--- config.mk ---
export PLATFORM = sky130hd
export DESIGN_NAME = mc_controller_flat
export DESIGN_NICKNAME = d
export VERILOG_FILES = /design/src/rtl/mc_controller_if.sv /design/src/rtl/mc_controller.sv /design/src/flat_wrapper.sv
export SDC_FILE = /design/constraint.sdc
export NUM_CORES = 1
export LEC_CHECK = 0
export CORE_MARGIN = 2
export CORE_UTILIZATION = 24
export DETAILED_ROUTE_END_ITERATION = 12
export DONT_BUFFER_PORTS = 1
export GPL_TIMING_DRIVEN = 0
export PLACE_DENSITY = 0.44
export SYNTH_ARGS = -nofsm -noshare
export SYNTH_HDL_FRONTEND = slang
export SYNTH_SLANG_ARGS = --single-unit
--- constraint.sdc ---
create_clock -name clk -period 1.6 [get_ports clk]
set_input_delay 0.4 -clock clk [delete_from_list [all_inputs] [get_ports clk]]
set_output_delay 0.4 -clock clk [all_outputs]
set_load 0.02 [all_outputs]
--- src/rtl/mc_controller_if.sv ---
// Control bus between the multicycle controller and its datapath.
// master = controller side, slave = datapath side.
interface mc_controller_if;
  logic [5:0]  opcode;
  logic [5:0]  funct;
  logic        zero;
  logic        mem_ready;
  logic        ir_write;
  logic        pc_write;
  logic [1:0]  pc_sel;
  logic        reg_write;
  logic [1:0]  reg_wa_sel;
  logic [1:0]  reg_wd_sel;
  logic [2:0]  alu_op;
  logic        alu_src;
  logic        ext_op;
  logic        mem_req;
  logic        mem_we;
  logic        instr_done;
  logic [31:0] cycle_cnt;
  logic [31:0] instr_cnt;

  modport master (
    input  opcode, funct, zero, mem_ready,
    output ir_write, pc_write, pc_sel, reg_write, reg_wa_sel, reg_wd_sel,
           alu_op, alu_src, ext_op, mem_req, mem_we, instr_done,
           cycle_cnt, instr_cnt
  );

  modport slave (
    output opcode, funct, zero, mem_ready,
    input  ir_write, pc_write, pc_sel, reg_write, reg_wa_sel, reg_wd_sel,
           alu_op, alu_src, ext_op, mem_req, mem_we, instr_done,
           cycle_cnt, instr_cnt
  );
endinterface

--- src/rtl/mc_controller.sv ---
// Multicycle MIPS-subset controller: FETCH/DECODE/EXEC/MEM/WB sequencer
// driving datapath strobes combinationally from state and opcode/funct.
// Optional feature: define PERF_CNT_EN to enable cycle/instruction counters;
// otherwise both counter outputs are tied to zero.
module mc_controller (
  input logic            clk,
  input logic            reset,
  mc_controller_if.master ctrl
);

  typedef enum logic [2:0] {
    FETCH  = 3'd0,
    DECODE = 3'd1,
    EXEC   = 3'd2,
    MEM    = 3'd3,
    WB     = 3'd4
  } state_t;

  localparam logic [5:0] OP_RTYPE = 6'b000000;
  localparam logic [5:0] OP_J     = 6'b000010;
  localparam logic [5:0] OP_JAL   = 6'b000011;
  localparam logic [5:0] OP_BEQ   = 6'b000100;
  localparam logic [5:0] OP_ORI   = 6'b001101;
  localparam logic [5:0] OP_LUI   = 6'b001111;
  localparam logic [5:0] OP_LW    = 6'b100011;
  localparam logic [5:0] OP_SW    = 6'b101011;
  localparam logic [5:0] FN_ADDU  = 6'b100001;
  localparam logic [5:0] FN_SUBU  = 6'b100011;
  localparam logic [5:0] FN_JR    = 6'b001000;

  state_t state;
  state_t state_next;

  logic       is_addu, is_subu, is_jr, is_ori, is_lui;
  logic       is_lw, is_sw, is_beq, is_j, is_jal, is_exec;

  logic       ir_write, pc_write, reg_write, alu_src, ext_op;
  logic       mem_req, mem_we, instr_done;
  logic [1:0] pc_sel, reg_wa_sel, reg_wd_sel;
  logic [2:0] alu_op;

  // Instruction class decode from the latched opcode/funct
  always_comb begin
    is_addu = (ctrl.opcode == OP_RTYPE) && (ctrl.funct == FN_ADDU);
    is_subu = (ctrl.opcode == OP_RTYPE) && (ctrl.funct == FN_SUBU);
    is_jr   = (ctrl.opcode == OP_RTYPE) && (ctrl.funct == FN_JR);
    is_ori  = (ctrl.opcode == OP_ORI);
    is_lui  = (ctrl.opcode == OP_LUI);
    is_lw   = (ctrl.opcode == OP_LW);
    is_sw   = (ctrl.opcode == OP_SW);
    is_beq  = (ctrl.opcode == OP_BEQ);
    is_j    = (ctrl.opcode == OP_J);
    is_jal  = (ctrl.opcode == OP_JAL);
    is_exec = is_addu | is_subu | is_ori | is_lui | is_lw | is_sw | is_beq;
  end

  // State register with synchronous active-low reset
  always_ff @(posedge clk) begin
    if (!reset) state <= FETCH;
    else        state <= state_next;
  end

  // Next-state and output decode; everything is held at zero while in reset
  // so strobes (including a pending mem_req) drop in the reset cycle itself
  always_comb begin
    state_next = FETCH;
    ir_write   = 1'b0;
    pc_write   = 1'b0;
    pc_sel     = 2'b00;
    reg_write  = 1'b0;
    reg_wa_sel = 2'b00;
    reg_wd_sel = 2'b00;
    alu_op     = 3'b000;
    alu_src    = 1'b0;
    ext_op     = 1'b0;
    mem_req    = 1'b0;
    mem_we     = 1'b0;
    instr_done = 1'b0;
    if (reset) begin
      unique case (state)
        FETCH: begin
          ir_write   = 1'b1;
          pc_write   = 1'b1;
          state_next = DECODE;
        end
        DECODE: begin
          if (is_j || is_jal) begin
            pc_write   = 1'b1;
            pc_sel     = 2'b10;
            instr_done = 1'b1;
            if (is_jal) begin
              reg_write  = 1'b1;
              reg_wa_sel = 2'b10;
              reg_wd_sel = 2'b10;
            end
          end else if (is_jr) begin
            pc_write   = 1'b1;
            pc_sel     = 2'b11;
            instr_done = 1'b1;
          end else if (is_exec) begin
            state_next = EXEC;
          end else begin
            instr_done = 1'b1;
          end
        end
        EXEC: begin
          if (is_addu) begin
            state_next = WB;
          end else if (is_subu) begin
            alu_op     = 3'b001;
            state_next = WB;
          end else if (is_ori) begin
            alu_op     = 3'b010;
            alu_src    = 1'b1;
            state_next = WB;
          end else if (is_lui) begin
            alu_op     = 3'b011;
            alu_src    = 1'b1;
            state_next = WB;
          end else if (is_lw || is_sw) begin
            alu_src    = 1'b1;
            ext_op     = 1'b1;
            state_next = MEM;
          end else if (is_beq) begin
            alu_op     = 3'b001;
            ext_op     = 1'b1;
            instr_done = 1'b1;
            if (ctrl.zero) begin
              pc_write = 1'b1;
              pc_sel   = 2'b01;
            end
          end
        end
        MEM: begin
          mem_req = 1'b1;
          mem_we  = is_sw;
          alu_src = 1'b1;
          ext_op  = 1'b1;
          if (!ctrl.mem_ready) begin
            state_next = MEM;
          end else if (is_lw) begin
            state_next = WB;
          end else begin
            instr_done = 1'b1;
          end
        end
        WB: begin
          reg_write  = 1'b1;
          instr_done = 1'b1;
          if (is_ori || is_lui) begin
            reg_wa_sel = 2'b01;
          end else if (is_lw) begin
            reg_wa_sel = 2'b01;
            reg_wd_sel = 2'b01;
          end
        end
        default: state_next = FETCH;
      endcase
    end
  end

  assign ctrl.ir_write   = ir_write;
  assign ctrl.pc_write   = pc_write;
  assign ctrl.pc_sel     = pc_sel;
  assign ctrl.reg_write  = reg_write;
  assign ctrl.reg_wa_sel = reg_wa_sel;
  assign ctrl.reg_wd_sel = reg_wd_sel;
  assign ctrl.alu_op     = alu_op;
  assign ctrl.alu_src    = alu_src;
  assign ctrl.ext_op     = ext_op;
  assign ctrl.mem_req    = mem_req;
  assign ctrl.mem_we     = mem_we;
  assign ctrl.instr_done = instr_done;

`ifdef PERF_CNT_EN
  logic [31:0] cycle_cnt;
  logic [31:0] instr_cnt;

  // Free-running cycle counter and retired-instruction counter, both wrapping
  always_ff @(posedge clk) begin
    if (!reset) begin
      cycle_cnt <= '0;
      instr_cnt <= '0;
    end else begin
      cycle_cnt <= cycle_cnt + 32'd1;
      if (instr_done) instr_cnt <= instr_cnt + 32'd1;
    end
  end

  assign ctrl.cycle_cnt = cycle_cnt;
  assign ctrl.instr_cnt = instr_cnt;
`else
  assign ctrl.cycle_cnt = '0;
  assign ctrl.instr_cnt = '0;
`endif

endmodule

--- src/flat_wrapper.sv ---
// flat-port wrapper written by rule: the top's interface ports become plain ports
module mc_controller_flat 
  (clk, reset, ctrl_opcode, ctrl_funct, ctrl_zero, ctrl_mem_ready, ctrl_ir_write, ctrl_pc_write, ctrl_pc_sel, ctrl_reg_write, ctrl_reg_wa_sel, ctrl_reg_wd_sel, ctrl_alu_op, ctrl_alu_src, ctrl_ext_op, ctrl_mem_req, ctrl_mem_we, ctrl_instr_done, ctrl_cycle_cnt, ctrl_instr_cnt);
  mc_controller_if ctrl_i ();
  input logic clk;
  input logic reset;
  input wire logic [$bits(ctrl_i.opcode)-1:0] ctrl_opcode;
  input wire logic [$bits(ctrl_i.funct)-1:0] ctrl_funct;
  input wire logic [$bits(ctrl_i.zero)-1:0] ctrl_zero;
  input wire logic [$bits(ctrl_i.mem_ready)-1:0] ctrl_mem_ready;
  output wire logic [$bits(ctrl_i.ir_write)-1:0] ctrl_ir_write;
  output wire logic [$bits(ctrl_i.pc_write)-1:0] ctrl_pc_write;
  output wire logic [$bits(ctrl_i.pc_sel)-1:0] ctrl_pc_sel;
  output wire logic [$bits(ctrl_i.reg_write)-1:0] ctrl_reg_write;
  output wire logic [$bits(ctrl_i.reg_wa_sel)-1:0] ctrl_reg_wa_sel;
  output wire logic [$bits(ctrl_i.reg_wd_sel)-1:0] ctrl_reg_wd_sel;
  output wire logic [$bits(ctrl_i.alu_op)-1:0] ctrl_alu_op;
  output wire logic [$bits(ctrl_i.alu_src)-1:0] ctrl_alu_src;
  output wire logic [$bits(ctrl_i.ext_op)-1:0] ctrl_ext_op;
  output wire logic [$bits(ctrl_i.mem_req)-1:0] ctrl_mem_req;
  output wire logic [$bits(ctrl_i.mem_we)-1:0] ctrl_mem_we;
  output wire logic [$bits(ctrl_i.instr_done)-1:0] ctrl_instr_done;
  output wire logic [$bits(ctrl_i.cycle_cnt)-1:0] ctrl_cycle_cnt;
  output wire logic [$bits(ctrl_i.instr_cnt)-1:0] ctrl_instr_cnt;
  assign ctrl_i.opcode = ctrl_opcode;
  assign ctrl_i.funct = ctrl_funct;
  assign ctrl_i.zero = ctrl_zero;
  assign ctrl_i.mem_ready = ctrl_mem_ready;
  assign ctrl_ir_write = ctrl_i.ir_write;
  assign ctrl_pc_write = ctrl_i.pc_write;
  assign ctrl_pc_sel = ctrl_i.pc_sel;
  assign ctrl_reg_write = ctrl_i.reg_write;
  assign ctrl_reg_wa_sel = ctrl_i.reg_wa_sel;
  assign ctrl_reg_wd_sel = ctrl_i.reg_wd_sel;
  assign ctrl_alu_op = ctrl_i.alu_op;
  assign ctrl_alu_src = ctrl_i.alu_src;
  assign ctrl_ext_op = ctrl_i.ext_op;
  assign ctrl_mem_req = ctrl_i.mem_req;
  assign ctrl_mem_we = ctrl_i.mem_we;
  assign ctrl_instr_done = ctrl_i.instr_done;
  assign ctrl_cycle_cnt = ctrl_i.cycle_cnt;
  assign ctrl_instr_cnt = ctrl_i.instr_cnt;
  mc_controller u_core (.clk(clk), .reset(reset), .ctrl(ctrl_i));
endmodule
==> After elaboration in Yosys (flattened, before gate mapping) <==
Index checks and enable logic that the tools add are counted.
{ "word_totals": {"out_inout_bits": 81, "rom_bits": 0, "word_cells": 116, "ram_bits": 0, "memories": 0, "ff_bits": 3, "latch_bits": 0} }
{ "op_classes": {"bitwise_logic": 6, "n_div": 0, "shift": 0, "mux": 87, "n_eq_ne": 14, "n_addsub": 0, "n_reduce_logical": 8, "multipliers": 0, "n_lt_le_gt_ge": 0} }
{ "op_table": {"columns": ["operator", "n"], "rows": [
  ["two-way mux 1 bit", 46],
  ["two-way mux 3 bit", 15],
  ["two-way mux 2 bit", 17],
  ["equality test 6 bit, second input constant", 4],
  ["equality test 6 x 4 -> 1 bit, second input constant", 3],
  ["equality test 6 x 2 -> 1 bit, second input constant", 2],
  ["one-hot mux 2 bit (2 select lines)", 3],
  ["one-hot mux 3 bit (4 select lines)", 1],
  ["equality test 3 x 2 -> 1 bit, second input constant", 2],
  ["equality test 6 x 3 -> 1 bit, second input constant", 1],
  ["logical NOT 6 bit", 1],
  ["bitwise OR 1 bit", 6],
  ["one-hot mux 1 bit (2 select lines)", 3],
  ["one-hot mux 1 bit (4 select lines)", 1],
  ["equality test 3 x 1 -> 1 bit, second input constant", 1],
  ["equality test 3 bit, second input constant", 1],
  ["logical AND 1 bit", 3],
  ["logical NOT 3 bit", 1],
  ["logical OR 1 bit", 3],
  ["one-hot mux 1 bit (3 select lines)", 1]
]} }

==> Depth between registers and ports, before layout <==
Gate-level depths: netlist (run 1).
{ "depth": {"depth_word": 13, "ltp_mapped": 4} }

==> Least setup slack after synthesis (run 1) <==
OpenSTA, ideal clock, no wires.
{ "synth_path": {"path_kind": "input port to output port", "start": "in ctrl_opcode[4]", "end": "out ctrl_ext_op", "arrival_ns": 1.418, "path_buffers": 0, "path_slack_ns": -0.218, "cell_stages": 4, "cell_sequence": "nor3b_2 a22o_2 nor2_1 nor3_1"} }
{ "synth_between": {"elab_chain_cells": 9, "elab_cells_between_ends": 17, "classes_between": "eq/ne: 5; mux: 8; reduce/logical: 4"} }
{ "synth_lines": {"columns": ["item", "line_no", "text"], "rows": [
  ["from (decl)", "flat_wrapper.sv:7", "input wire logic [$bits(ctrl_i.opcode)-1:0] ctrl_opcode;"],
  ["equality test 6 x 3 -> 1 bit (tied with other cells)", "mc_controller.sv:51", "is_beq = (ctrl.opcode == OP_BEQ);"],
  ["two-way mux 1 bit / logical OR 1 bit (equally long branches)", "mc_controller.sv:124, mc_controller.sv:120", null],
  ["two-way mux 1 bit", "mc_controller.sv:120", "end else if (is_lw || is_sw) begin"],
  ["two-way mux 1 bit", "mc_controller.sv:116", "end else if (is_lui) begin"],
  ["two-way mux 1 bit", "mc_controller.sv:112", "end else if (is_ori) begin"],
  ["two-way mux 1 bit", "mc_controller.sv:109", "end else if (is_subu) begin"],
  ["two-way mux 1 bit *", "mc_controller.sv:107", "if (is_addu) begin"],
  ["one-hot mux 1 bit (2 select lines) *", "mc_controller.sv:80", "unique case (state)"],
  ["two-way mux 1 bit *", "mc_controller.sv:79", "if (reset) begin"],
  ["to (decl)", "flat_wrapper.sv:19", "output wire logic [$bits(ctrl_i.ext_op)-1:0] ctrl_ext_op;"]
]} }
Mark *: on every way between the ends. The rest lies on a longest branch, timed or not.

==> Final worst setup path (run 1) <==
{ "layout_path": {"start": "in ctrl_opcode[2]", "end": "out ctrl_instr_done"} }
{ "layout_between": {"elab_chain_cells": 13, "elab_cells_between_ends": 32, "classes_between": "eq/ne: 7; mux: 13; bitwise: 6; reduce/logical: 6"} }
{ "layout_lines": {"columns": ["item", "line_no", "text"], "rows": [
  ["logical NOT 6 bit", "mc_controller.sv:44, mc_controller.sv:45, mc_controller.sv:46", null],
  ["logical AND 1 bit, on equally long branches", "mc_controller.sv:44, mc_controller.sv:45", null],
  ["bitwise OR 1 bit (6 in a row)", "mc_controller.sv:54", "is_exec = is_addu | is_subu | is_ori | is_lui | is_lw | is_sw | is_beq;"],
  ["two-way mux 1 bit", "mc_controller.sv:100", "end else if (is_exec) begin"],
  ["two-way mux 1 bit", "mc_controller.sv:96", "end else if (is_jr) begin"],
  ["two-way mux 1 bit", "mc_controller.sv:87", "if (is_j || is_jal) begin"],
  ["one-hot mux 1 bit (4 select lines) *", "mc_controller.sv:80", null],
  ["two-way mux 1 bit *", "mc_controller.sv:79", null],
  ["to (decl)", "flat_wrapper.sv:22", "output wire logic [$bits(ctrl_i.instr_done)-1:0] ctrl_instr_done;"]
]} }
Marked as above.

==> results of run 1 <==
-- cells in the final DEF (no fill, tap or decap), types with 2 or more instances in the layout --
cell type,instances
a21oi_4,4
inv_1,3
nand3_2,2
conb_1,65
dfxtp_4,3
o21ai_0,2
nand2_2,2
nand2_1,3
nor2_1,4
buf_4,78
nor2_4,3
nor3_4,3
and3_4,2
and3_2,3
nand3_1,5
clkbuf_8,3
nor3b_4,2
and2_4,2
buf_6,3
a21oi_1,4
-- metrics by stage --
step	power, mW	util [%]	cell area, µm²	hold WS (ns)	setup TNS (ns)
6_report	0.660	42.5	1700	0.461	-1.64
5_1_grt	0.708	42.5	1700	0.468	-2.29
4_1_cts	0.640	39.8	1590	0.459	-1.47
3_5_place_dp	0.400	33.7	1350	0.610	-1.64
3_3_place_gp	0.401	33.7	1350	0.627	-1.80
2_1_floorplan	0.389	-	1280	0.538	-0.0983
-- per-layer routing --
layer	vias to the layer above	wire length, µm	GRT usage (%)
li1	517	-	-
met1	412	865	10.4
met3	0	365	4.87
met2	53	1430	17.8
met4	0	0	4.50
met5	-	0	0
-- timing repair --
action                                  4_1_cts  5_1_grt
resized for setup                            35       12
endpoints found under the setup margin       16       14
pin swaps                                    11        8
buffers inserted                              9        6
-- tightest hold or removal path: stages --
cell and delay [ns]:
nand3_2 0.05, or2_0 0.11, a21oi_1 0.07
-- final timing paths --
path	from	endpoint	slack, ns	depth (start not counted)
hold / removal	ctrl_mem_ready	u_core.state[2]	0.46	3
setup reg to reg	u_core.state[1]	u_core.state[0]	0.31	6
setup / recovery	ctrl_opcode[2]	ctrl_instr_done	-0.20	4
hold reg to reg	u_core.state[0]	u_core.state[1]	0.56	2
-- kinds of logic (layout without fill, tap and decap cells) --
| kind of cell | after synthesis | in the layout | share of synthesized area [%] |
|---|---|---|---|
| simple gates | 49 | 49 | 30.3 |
| flops | 3 | 3 | 6.00 |
| other cells | 1 | 65 | 0.375 |
| buf+inv | 71 | 90 | 51.5 |
| compound gates | 19 | 19 | 11.9 |
-- power by group --
group	total (mW)	internal, mW	switching, mW
Sequential	0.0809	0.0745	0.00640
Clock	0.221	0.170	0.0510
Combinational	0.359	0.151	0.208
Total	0.660	0.395	0.265
-- area by class of cell --
class / count / area, µm² / share of cell area [%]
repair buffers: 15 / 120 / 7.06
clock buffers: 4 / 45.0 / 2.65
plain buffers: 67 / 504 / 29.6
flip-flops and latches: 3 / 71.3 / 4.19
multi-input cells: 133 / 881 / 51.8
well taps: 50 / 62.6 / 3.68
inverters: 4 / 17.5 / 1.03
==> impl_metrics.py, run 1 <==
metrics = {
    "run_status": {
        "status": "complete, but fails checks",
        "violations": "setup timing",
    },
    "clock_network": {
        "cts.sinks": 3,
        "cts_buffers": 3,
        "ctsHoldBuffers": 0,
        "h-tree-depth": 1,
        "worstSkewPairLatency_ns": 0.22,
        "cts_tree": "built",
        "clkTransAtPathRegs_ns": 0.03,
        "clock_path_buffers": 2,
        "clockRootBuffer": "clkbuf_8",
    },
    "sta": {
        "final-setup-viol-count": 14,
        "worst_slack_ns": -0.202,
        "clock_skew_ns": 0.00392,
        "maxSlewViolCount": 0,
        "max_freq_mhz": 555,
        "hold_viol": 0,
        "period_minus_slack_ns": 1.80,
        "rsz0062_at_grt": "true",
        "fin_crit_sh_pct": 113,
    },
    "synth": {
        "synthesis.area_um2": 1000,
        "avgSynthCellArea_um2": 7.00,
        "ys_seq_area_share_pct": 6.00,
        "ys_ff_latch": 3,
        "synth_common_cells": "buf_4, a21oi_1, nand3_1, nor2_1, nand2_1",
        "synth_top_area_share_pct": 49.5,
        "async_flop_share_pct": 0,
        "synth.area.top_cells": "buf_4, dfxtp_1, a21oi_1, nand3_1, nor2_1",
        "synth_largest_area_cell": "buf_4",
        "yosys_warnings": 0,
        "synthMostInstantiatedCell": "buf_4",
        "syn_inst": 143,
        "synth-edff-count": 0,
        "synth_ff_type": "dfxtp_1",
        "ys_types": 34,
    },
    "placed_design": {
        "io_buffers": 0,
        "dp_hpwl_um": 2070,
        "post-place-ws_ns": -0.216,
        "dp_cells": 257,
        "routabilityCongestion": 0.745,
    },
    "route": {
        "drc": 0,
        "viasPerCell": 3.56,
        "vias": 982,
        "antenna_left": 0,
        "dr.pass1.iters": 4,
        "drt_iter0_drc": 31,
        "routedWlPerCell_um": 9.65,
        "routed_wl_um": 2660,
    },
    "setup_path": {
        "cp-start-kind": "input pin",
        "cp_slowest_cell": "o31a_1",
        "required_ns": 1.20,
        "path_buf_inv": 0,
        "critPathTopFamily": "simple AND/OR/NAND/NOR gates",
        "path_cells": "nor3_4 -> and4_4 -> nor4_2 -> o31a_1",
        "path_max_fanout": 4,
        "cp_slowest_stage_delay_ns": 0.33,
        "cp-end-kind": "output pin",
        "arrival_ns": 1.40,
        "crit_type": "input pin to output pin",
    },
    "finish": {
        "final_cell_count_no_fill": 276,
        "reg_top3": "u_core.state x3",
        "final_layout_size_suffix_gt1_share_pct": 57.1,
        "largest_reg_flops": 3,
        "diodes": 0,
        "top_register": "u_core.state",
        "fin_nets": 243,
        "syn_to_final_growth_pct": 70.0,
        "nFillCells": 417,
    },
    "global_route": {
        "grtUsageTotal_pct": 10.2,
        "grt_max_degree": 10,
        "antenna_found_initial": 0,
        "grt_pass1_wl_um": 3520,
        "grt_pass1_vias": 759,
        "gr-total-overflow": 0,
    },
    "pwr": {
        "p_leak_nw": 0.900,
        "pwr_density_cell_nw_per_um2": 388,
        "vdd_drop_max_uv": 151,
    },
    "floorplanning": {
        "rows": 23,
        "die_area_um2": 4700,
        "start_util_pct": 25.0,
        "die_w_um": 68.6,
        "io_pins": 97,
        "die_h_um": 68.6,
        "fp.coreArea_um2": 4000,
    },
    "flow_run": {
        "max-cap-violations": 0,
    },
    "worst_hold_path": {
        "min_path_type": "input pin to flop",
    },
}
(Power assumes the default switching activity.)
==> run 2, diff against run 1 <==
--- a/config.mk
+++ b/config.mk
@@ -10,7 +10,8 @@
 export DETAILED_ROUTE_END_ITERATION = 12
 export DONT_BUFFER_PORTS = 1
 export GPL_TIMING_DRIVEN = 0
-export PLACE_DENSITY = 0.44
+export PLACE_DENSITY = 0.4
+export SLEW_MARGIN = 40
 export SYNTH_ARGS = -nofsm -noshare
 export SYNTH_HDL_FRONTEND = slang
 export SYNTH_SLANG_ARGS = --single-unit
==> impl_metrics.py, run 2 (same netlist as run 1, synthesis figures left out) <==
metrics = {
    "finish": {
        "syn_to_final_growth_pct": 69.2,
        "top_register": "u_core.state",
        "final_common_cell": "buf_4",
        "reg_top3": "u_core.state x3",
        "fin_nets": 244,
        "layout.cells.most_common_list": "buf_4, conb_1",
        "largest_reg_flops": 3,
        "final_layout_size_suffix_gt1_share_pct": 57.3,
        "final_cell_count_no_fill": 277,
        "diodes": 0,
    },
    "flow_run": {
        "max-cap-violations": 0,
    },
    "pwr": {
        "p_leak_nw": 0.898,
        "pwr_density_cell_nw_per_um2": 392,
        "vdd_drop_max_uv": 192,
    },
    "setup_path": {
        "cp_slowest_stage_delay_ns": 0.35,
        "cp-end-kind": "output pin",
        "path_cells": "and2b_2 -> nand2_1 -> nor4_2 -> o31a_1",
        "cp_slowest_cell": "dfxtp_4",
        "cp-start-kind": "flop",
        "required_ns": 1.20,
        "arrival_ns": 1.41,
        "crit_type": "flop to output pin",
        "path_max_fanout": 5,
    },
    "sta": {
        "hold_viol": 0,
        "final-setup-viol-count": 14,
        "clock_skew_ns": 0.00130,
        "max_freq_mhz": 552,
        "worst_slack_ns": -0.211,
        "finalSetupTns_ns": -1.78,
        "rsz0062_at_grt": "true",
        "maxSlewViolCount": 0,
        "fin_crit_sh_pct": 113,
        "period_minus_slack_ns": 1.81,
    },
    "floorplanning": {
        "start_util_pct": 25.0,
        "fp.coreArea_um2": 4000,
        "rows": 23,
        "die_h_um": 68.6,
        "die_w_um": 68.6,
        "die_area_um2": 4700,
        "io_pins": 97,
    },
    "global_route": {
        "grt_pass1_vias": 840,
        "grt_max_degree": 10,
        "grtUsageTotal_pct": 11.6,
        "grt_pass1_wl_um": 4090,
        "antenna_found_initial": 0,
        "gr-total-overflow": 0,
    },
    "clock_network": {
        "clockRootBuffer": "clkbuf_8",
        "clock_path_buffers": 2,
        "cts_tree": "built",
        "cts_buffers": 3,
        "clkTransAtPathRegs_ns": 0.03,
        "cts.sinks": 3,
        "h-tree-depth": 1,
        "ctsHoldBuffers": 0,
        "worstSkewPairLatency_ns": 0.22,
    },
    "run_status": {
        "status": "complete, but fails checks",
        "violations": "setup timing",
    },
    "placed_design": {
        "dp_hpwl_um": 2210,
        "io_buffers": 0,
        "routabilityCongestion": 0.762,
        "dp_cells": 257,
    },
    "route": {
        "routed_wl_um": 2890,
        "routedWlPerCell_um": 10.4,
        "drc": 0,
        "drt_iter0_drc": 19,
        "dr.pass1.iters": 4,
        "antenna_left": 0,
        "vias": 1000,
        "viasPerCell": 3.61,
    },
    "worst_hold_path": {
        "min_path_type": "input pin to flop",
    },
}
[run 2: timing repair]
action / 4_1_cts / 5_1_grt
gates resized for setup: 40 / 5
endpoints found under the setup margin: 16 / 14
pin swaps: 17 / 10
buffers inserted: 12 / 4
[run 2: routing by layer]
metal | track usage (%) | up-vias | wire length, µm
met4 | 2.75 | 0 | 12
met2 | 19.4 | 65 | 1460
met3 | 6.98 | 2 | 465
li1 | - | 519 | -
met5 | 0 | - | 0
met1 | 12.4 | 414 | 942
[run 2: where the power goes]
part           switching, mW  internal [mW]  total [mW]
registers            0.00585         0.0744      0.0803
logic                  0.208          0.150       0.358
clock network         0.0554          0.170       0.226
total                  0.270          0.395       0.665
[run 2: layout make-up]
cell class	instances	area, µm²
Buffer	67	504
Tap cell	50	62.6
Timing Repair Buffer	16	131
Multi-Input combinational cell	133	862
Inverter	4	17.5
Fill cell	423	2310
Clock buffer	4	45.0
Sequential cell	3	71.3
[run 2: path summary, 6_finish.rpt]
kind | start | to | slack, ns | cells past startpoint
setup / recovery | u_core.state[2] | ctrl_instr_done | -0.21 | 4
hold / removal | ctrl_mem_ready | u_core.state[2] | 0.45 | 3
setup reg to reg | u_core.state[1] | u_core.state[1] | 0.45 | 5
hold reg to reg | u_core.state[0] | u_core.state[1] | 0.58 | 2
[run 2: per-stage QoR]
step | power (mW) | setup WS (ns) | area (µm²) | hold WS, ns | utilization (%)
final | 0.665 | -0.211 | 1690 | 0.454 | 42.4
after detailed placement | 0.401 | -0.220 | 1350 | 0.603 | 33.7
after global placement | 0.400 | -0.223 | 1350 | 0.606 | 33.7
after floorplan | 0.389 | -0.0882 | 1280 | 0.538 | -
after global routing | 0.707 | -0.259 | 1690 | 0.481 | 42.4
after CTS | 0.653 | -0.201 | 1640 | 0.446 | 41.0
[run 2: worst max-delay path: cells and delay by family (launching register included)]
family / cells / cell delay [ns]
flops: 1 / 0.35
compound gates: 1 / 0.33
simple gates: 3 / 0.52
